[src/rtl/song_guide_ctrl.sv]
// Song guide sequencer: walks the song ROM and drives the LED guide note,
// in auto (beat-timed) or learn (wait-for-key, hit/miss counting) mode.
module song_guide_ctrl #(
  parameter int ADDR_W        = 6,
  parameter int CLK_PER_BEAT  = 25000000,
  parameter int GAP_CYCLES    = 2500000,
  parameter int TIMEOUT_BEATS = 8
) (
  input  logic              clk,
  input  logic              rst,
  input  logic              start,
  input  logic              stop,
  input  logic              mode,
  output logic [ADDR_W-1:0] rom_addr,
  input  logic [3:0]        rom_note,
  input  logic [3:0]        rom_dur,
  input  logic [6:0]        key_in,
  output logic [3:0]        song_note,
  output logic              playing,
  output logic              done,
  output logic [7:0]        hit_count,
  output logic [7:0]        miss_count
);

  localparam int CYC_MAX  = (CLK_PER_BEAT > GAP_CYCLES) ? CLK_PER_BEAT : GAP_CYCLES;
  localparam int CYC_W    = $clog2(CYC_MAX + 1);
  localparam int BEAT_MAX = (TIMEOUT_BEATS > 15) ? TIMEOUT_BEATS : 15;
  localparam int BEAT_W   = $clog2(BEAT_MAX + 1);

  localparam logic [2:0] S_IDLE   = 3'd0;
  localparam logic [2:0] S_LOAD   = 3'd1;
  localparam logic [2:0] S_READ   = 3'd2;
  localparam logic [2:0] S_PLAY   = 3'd3;
  localparam logic [2:0] S_GAP    = 3'd4;
  localparam logic [2:0] S_FINISH = 3'd5;

  logic [2:0]        state;
  logic              mode_r;
  logic [6:0]        key_prev;
  logic [CYC_W-1:0]  cyc_cnt;
  logic [BEAT_W-1:0] beat_cnt;
  logic [BEAT_W-1:0] beat_lim;

  logic [3:0] rd_note;
  logic [3:0] rd_dur;
  logic [6:0] note_onehot;
  logic       learn_note;
  logic       hit;
  logic       beat_end;
  logic       last_beat;
  logic       gap_end;

  always_comb begin
    rd_note = (rom_note <= 4'd7) ? rom_note : 4'd0;
    rd_dur  = (rom_dur == 4'd0) ? 4'd1 : rom_dur;
    note_onehot = '0;
    for (int unsigned i = 1; i <= 7; i++) begin
      if (song_note == 4'(i)) note_onehot[3'(7 - i)] = 1'b1;
    end
    // song_note is non-zero only for real notes, so it doubles as the "key-checked" flag
    learn_note = mode_r && (song_note != 4'd0);
    hit        = learn_note && (key_in == note_onehot) && ((key_prev & note_onehot) == '0);
    beat_end   = (cyc_cnt == CYC_W'(CLK_PER_BEAT - 1));
    last_beat  = (beat_cnt == beat_lim - BEAT_W'(1));
    gap_end    = (cyc_cnt == CYC_W'(GAP_CYCLES - 1));
  end

  assign done = (state == S_FINISH);

  always_ff @(posedge clk) begin
    if (rst) begin
      state      <= S_IDLE;
      mode_r     <= 1'b0;
      key_prev   <= '0;
      cyc_cnt    <= '0;
      beat_cnt   <= '0;
      beat_lim   <= '0;
      rom_addr   <= '0;
      song_note  <= '0;
      playing    <= 1'b0;
      hit_count  <= '0;
      miss_count <= '0;
    end else begin
      key_prev <= key_in;
      if (stop && state != S_IDLE) begin
        state     <= S_IDLE;
        song_note <= '0;
        playing   <= 1'b0;
      end else begin
        case (state)
          S_IDLE: begin
            if (start && !stop) begin
              rom_addr   <= '0;
              hit_count  <= '0;
              miss_count <= '0;
              mode_r     <= mode;
              playing    <= 1'b1;
              state      <= S_LOAD;
            end
          end
          S_LOAD: state <= S_READ;
          S_READ: begin
            if (rom_note == 4'hF) begin
              song_note <= '0;
              playing   <= 1'b0;
              state     <= S_FINISH;
            end else begin
              song_note <= rd_note;
              beat_lim  <= (mode_r && rd_note != 4'd0) ? BEAT_W'(TIMEOUT_BEATS) : BEAT_W'(rd_dur);
              beat_cnt  <= '0;
              cyc_cnt   <= '0;
              state     <= S_PLAY;
            end
          end
          S_PLAY: begin
            if (hit || (beat_end && last_beat)) begin
              if (hit)
                hit_count <= hit_count + {7'd0, hit_count != 8'hFF};
              else if (learn_note)
                miss_count <= miss_count + {7'd0, miss_count != 8'hFF};
              song_note <= '0;
              cyc_cnt   <= '0;
              state     <= S_GAP;
            end else if (beat_end) begin
              cyc_cnt  <= '0;
              beat_cnt <= beat_cnt + BEAT_W'(1);
            end else begin
              cyc_cnt <= cyc_cnt + CYC_W'(1);
            end
          end
          S_GAP: begin
            if (gap_end) begin
              if (rom_addr == '1) begin
                playing <= 1'b0;
                state   <= S_FINISH;
              end else begin
                rom_addr <= rom_addr + ADDR_W'(1);
                state    <= S_LOAD;
              end
            end else begin
              cyc_cnt <= cyc_cnt + CYC_W'(1);
            end
          end
          S_FINISH: state <= S_IDLE;
          default:  state <= S_IDLE;
        endcase
      end
    end
  end

endmodule

[config.mk]
export PLATFORM = sky130hd
export DESIGN_NAME = song_guide_ctrl
export DESIGN_NICKNAME = d
export VERILOG_FILES = /design/src/rtl/song_guide_ctrl.sv
export SDC_FILE = /design/constraint.sdc
export NUM_CORES = 1
export LEC_CHECK = 0
export ABC_AREA = 1
export CORE_ASPECT_RATIO = 0.75
export CORE_MARGIN = 4
export CORE_UTILIZATION = 42
export CTS_CLUSTER_DIAMETER = 30
export CTS_CLUSTER_SIZE = 16
export DETAILED_ROUTE_END_ITERATION = 6
export PLACE_DENSITY = 0.66
export SLEW_MARGIN = 15
export SYNTH_ARGS = -nofsm -noshare
export SYNTH_HDL_FRONTEND = slang
export SYNTH_SLANG_ARGS = --single-unit
[constraint.sdc]
create_clock -name clk -period 2.2 [get_ports clk]
set_input_delay 0.66 -clock clk [delete_from_list [all_inputs] [get_ports clk]]
set_output_delay 0.66 -clock clk [all_outputs]
set_load 0.05 [all_outputs]
Word-level counts from Yosys, hierarchy flattened. Index checks and enable logic that the tools add are counted.

Register bits: 71. Input port bits: 20. Output and inout port bits: 28.

Add/sub/neg operators: 6. Order comparisons: 1. Equal/unequal tests: 33. Muxes and demuxes: 45. Bitwise logic cells: 3. Reductions and logical operators: 31.

Operators with widths (count): 25-bit 2-to-1 mux (4); 25-bit case mux with 3 select lines (1); 8-bit 2-to-1 mux (6); 4-bit 2-to-1 mux (8); 8-bit case mux with 2 select lines (2); 2-bit != test, second input constant (13); 25-bit by 1-bit adder with 25-bit output, second input constant (1); 25-bit by 22-bit equality test with 1-bit output, second input constant (1); 25-bit equality test, second input constant (1); 5-bit AND reduction (4); 6-bit 2-to-1 mux (3); 8-bit by 1-bit adder with 8-bit output (2); 4-bit by 3-bit equality test with 1-bit output, second input constant (4); 8-bit != test, second input constant (2); 4-bit case mux with 2 select lines (2); 3-bit 2-to-1 mux (5); 3-bit case mux with 5 select lines (1); 6-bit case mux with 2 select lines (1); 1-bit 2-to-1 mux (11); 3-bit AND reduction (3); 3-bit nonzero test (3); 4-bit by 2-bit equality test with 1-bit output, second input constant (2); 4-bit nonzero test (2); 7-bit AND (1); 25 further kinds (36).

Longest topological paths before layout.
Depth in word-level cells: 8. Depth in mapped cells: 16.

Worst setup path after synthesis. OpenSTA, ideal clock, no wires.

Path kind: register -> register. From: reg song_note[1]. To: reg miss_count[2]. Setup time: 113 ps. Data arrival time: 1995 ps. Data required time: 2087 ps. Slack: 92 ps. Cell stages (with the launch flop): 14. Buffers on the path: 0. Cells stage by stage: dfxtp_1 -> inv_1 -> nor2_4 -> nand3_1 -> nand2_1 -> nor2_1 -> nand2_1 -> nor2_1 -> nand2_2 -> nand2_1 -> a21oi_2 -> nand2_4 -> nor2_1 -> nor2_1.

Word-level cells in the longest chain between the ends: 8.

Ends and longest elaborated chain: from (decl) (RTL line 18) `output logic [3:0] song_note,`; from (signal assigned) (RTL line 108) `song_note <= rd_note;`; 4-bit by 3-bit equality test with 1-bit output (tied with other cells) (RTL line 58) `if (song_note == 4'(i)) note_onehot[3'(7 - i)] = 1'b1;`; 1-bit 2-to-1 mux (RTL line 58); 7-bit equality test or 7-bit AND (tied branches) (RTL line 62) `hit = learn_note && (key_in == note_onehot) && ((key_prev & note_onehot) == '0);`; 1-bit logical AND or 7-bit logical NOT (tied branches) (RTL line 62); 1-bit logical AND (RTL line 62); 1-bit logical OR (RTL line 116) `if (hit || (beat_end && last_beat)) begin`; 2-bit != test (no source line); 6-bit AND reduction (no source line) (*); to (signal assigned) (RTL line 120) `miss_count <= miss_count + {7'd0, miss_count != 8'hFF};`; to (decl) (RTL line 22) `output logic [7:0] miss_count`.

Mark *: on every way between the ends. The rest lies on a longest branch, timed or not. A chain may end at the register's enable or synchronous reset.

Worst setup path in the final report.
From: in key_in[0]. To: reg miss_count[0].

Word-level cells in the longest chain between the ends: 6.

Ends and longest elaborated chain: from (decl) (RTL line 17) `input logic [6:0] key_in,`; 7-bit equality test (*) (RTL line 62); 1-bit logical AND (*) (2 in a row) (RTL line 62); 1-bit logical OR (RTL line 116); 2-bit != test (no source line); 6-bit AND reduction (no source line) (*).

Marked as above.

==> run metrics <==
status=complete, no violations; GRT Overall Usage=20.9%; DP Wirelength=8.94 mm; VDD IR-drop max=0.500 mV; layout cells sized above 1=18.5%; total wire length=11.8 mm; Setup violations, final=0; Core Rows=31; reg2reg path depth=12; CP Cell Sequence=clkdlybuf4s50_1 -> inv_1 -> buf_4 -> nand2_1 -> nand2_1 -> nand3_2 -> nor2_2 -> nand2_2 -> nand2_2 -> a21oi_4 -> buf_4 -> nand3_1 -> nand2_1 -> nor2_1; yosys warns=0; synthesized flop and latch total=71; I/O Pins=48; clk sink count=71; Clk Latency, worst-skew pair=0.34 ns; DRC errors left=0; Pleak=2.41 nW; DR vias/cell=5.17; CTS tree=built; Reg-to-Reg End=miss_count[0]; placed inst area=5050 µm²; Reg clk slew, reported paths=0.06 ns; Worst setup EP type=flop; Distinct cells, synth=36; CTS Hold Bufs=0; syn_area_per_cell=6.56 µm²; most frequent cells in the layout=nand2_1, nor2_1, inv_1; initial core utilization=43.3%; total grt overflow=0; most used cell along the critical path=nand2_1; fmax=469 MHz; global-route wire length before repair=19.4 mm; commonest non-fill, non-tap cell in the layout=nand2_1; Final Core Density=56.9%; pre-CTS setup slack=-0.361 ns; Arr. time, crit path=2.36 ns; setup slack after layout=0.0686 ns; Die H=94.8 µm; DR vias=4,525; fillcell total=959; Hold EP=playing; drt wl/cell=13.5 µm; Synthesized Nets=671; worst min path class=reg2reg; Total Die Area=11,700 µm²; setup_tns=0 ns; slowest stage cell, crit path=clkdlybuf4s50_1; initial antenna violation count=0; reg2reg start=song_note[0]; Slew @ Worst Pin=0.501 ns; HP Start=playing; Synth area leaders=dfxtp_1, nand2_1, nor2_1, nand3_1, inv_1; TritonCTS Buffers=9; Mapped Cells=643; vias in the first global route=4,232; Iteration-0 DRC Markers=378; max cap viols=0; clock tree buffer depth=2; fin crit share=96.9%; RSZ-0062 raised after global routing=true; core area=9740 µm²; startpoint types=primary input; largest net degree at the start of global routing=16; final design instance area without fill=5540 µm²; reg-to-reg slack, setup=0.14 ns; Seq/Total Area, Yosys=33.7%; Detail Route Antenna Nets=0; synthesized cell area=4220 µm²; die width=124 µm; drt pass-1 iters=5; Worst slew margin=66.5%; fin nets=767; Routability Congestion=0.965; CP required=2.43 ns; CP max FO=7; synthesis-to-finish area growth=31.3%; Setup Skew=0.00645 ns; n_diodes=0; top cell type's share of synthesized area=33.7%; slowest cell delay on critical path=0.45 ns; Root Buffer=clkbuf_16; WHS Path Cells=2; Setup CP Type=in2reg; PwrDens=1020 nW/µm²; Final Max Slew Viols=0; port bufs=47; fin crit period=2.13 ns; H-Tree Depth=3; Final Hold Violating Endpoints=0; Synth area leader=dfxtp_1
state kept, by name, indices dropped and copies added, names as in the netlist:
register / cells
beat_cnt: 4
song_note: 4
mode_r: 1
cyc_cnt: 25
rom_addr: 6
beat_lim: 4
state: 3
hit_count: 8
playing: 1
miss_count: 8
key_prev: 7
critical path: cells and delay by family:
kind / cells / cell delay (ns)
buffers and inverters: 4 / 0.81
AO/OA/AOI/OAI: 1 / 0.31
AND/OR/NAND/NOR: 9 / 0.59
layer usage:
metal,track usage [%],share of wire [%],wire [µm],vias to the layer above
met1,28.7,48,5690,2070
met5,0,0,0,-
met2,32.7,44,5200,149
li1,-,-,-,2290
met4,5.44,1.3,151,0
met3,5.21,6.5,774,16
where the power goes:
group	total [mW]	switching (mW)	leakage (nW)	internal (mW)
sequential	1.52	0.111	0.577	1.41
combinational	2.44	1.49	1.66	0.957
clock	1.69	0.560	0.168	1.13
area by class of cell:
| type | count | area (µm²) | area share (%) |
|---|---|---|---|
| multi-input combinational | 475 | 2500 | 45.2 |
| sequential | 71 | 1420 | 25.7 |
| timing repair buffer | 94 | 767 | 13.8 |
| inverter | 88 | 333 | 6.01 |
| clock buffer | 10 | 239 | 4.32 |
| tap | 132 | 165 | 2.98 |
| clock inverter | 6 | 108 | 1.94 |
metrics by stage:
stage	cells	power (mW)	hold slack (ns)
global route	876	6.00	0.524
global placement	855	3.68	0.463
finish	876	5.66	0.477
CTS	871	5.45	0.477
detailed placement	855	3.73	0.463
floorplan	643	2.93	0.465
Yosys cell counts, drive strengths merged:
library cell,count
nor3b,3
xnor2,6
nand2,153
a31o,2
nor4,4
a21oi,38
dfxtp,71
o311a,1
inv,88
buf,4
ha,8
nand4,22
nand3,70
a22oi,3
nor3,29
clkbuf,5
nor2,100
or2,6
o211ai,1
xor2,10
o21ai,18
o211a,1
how the worst max path moves through the flow:
stage	cells past startpoint	start	to	slack, ns
floorplan	13	song_note[1]	miss_count[2]	0.09
global placement	14	key_in[5]	hit_count[2]	-0.27
detailed placement	14	key_in[0]	miss_count[6]	-0.36
CTS	1	hit_count[5]	hit_count[5]	0.01
global route	14	key_in[0]	miss_count[0]	-0.05
finish	14	key_in[0]	miss_count[0]	0.07
cells by family after synthesis:
kind of cell,after synthesis,synth area share [%]
adder cells (fa/ha/maj),8,2.37
XOR/XNOR,16,3.32
flip-flops,71,33.7
buffers and inverters,97,9.34
AO/OA/AOI/OAI,64,8.33
AND/OR/NAND/NOR,387,42.9
what timing repair did:
action	CTS	global route
resized for setup	2	28
cloned	0	0
setup endpoints to repair	2	39
pin swaps	0	9
buffers inserted	0	5
Note: power is estimated with default switching activity, not from simulation.
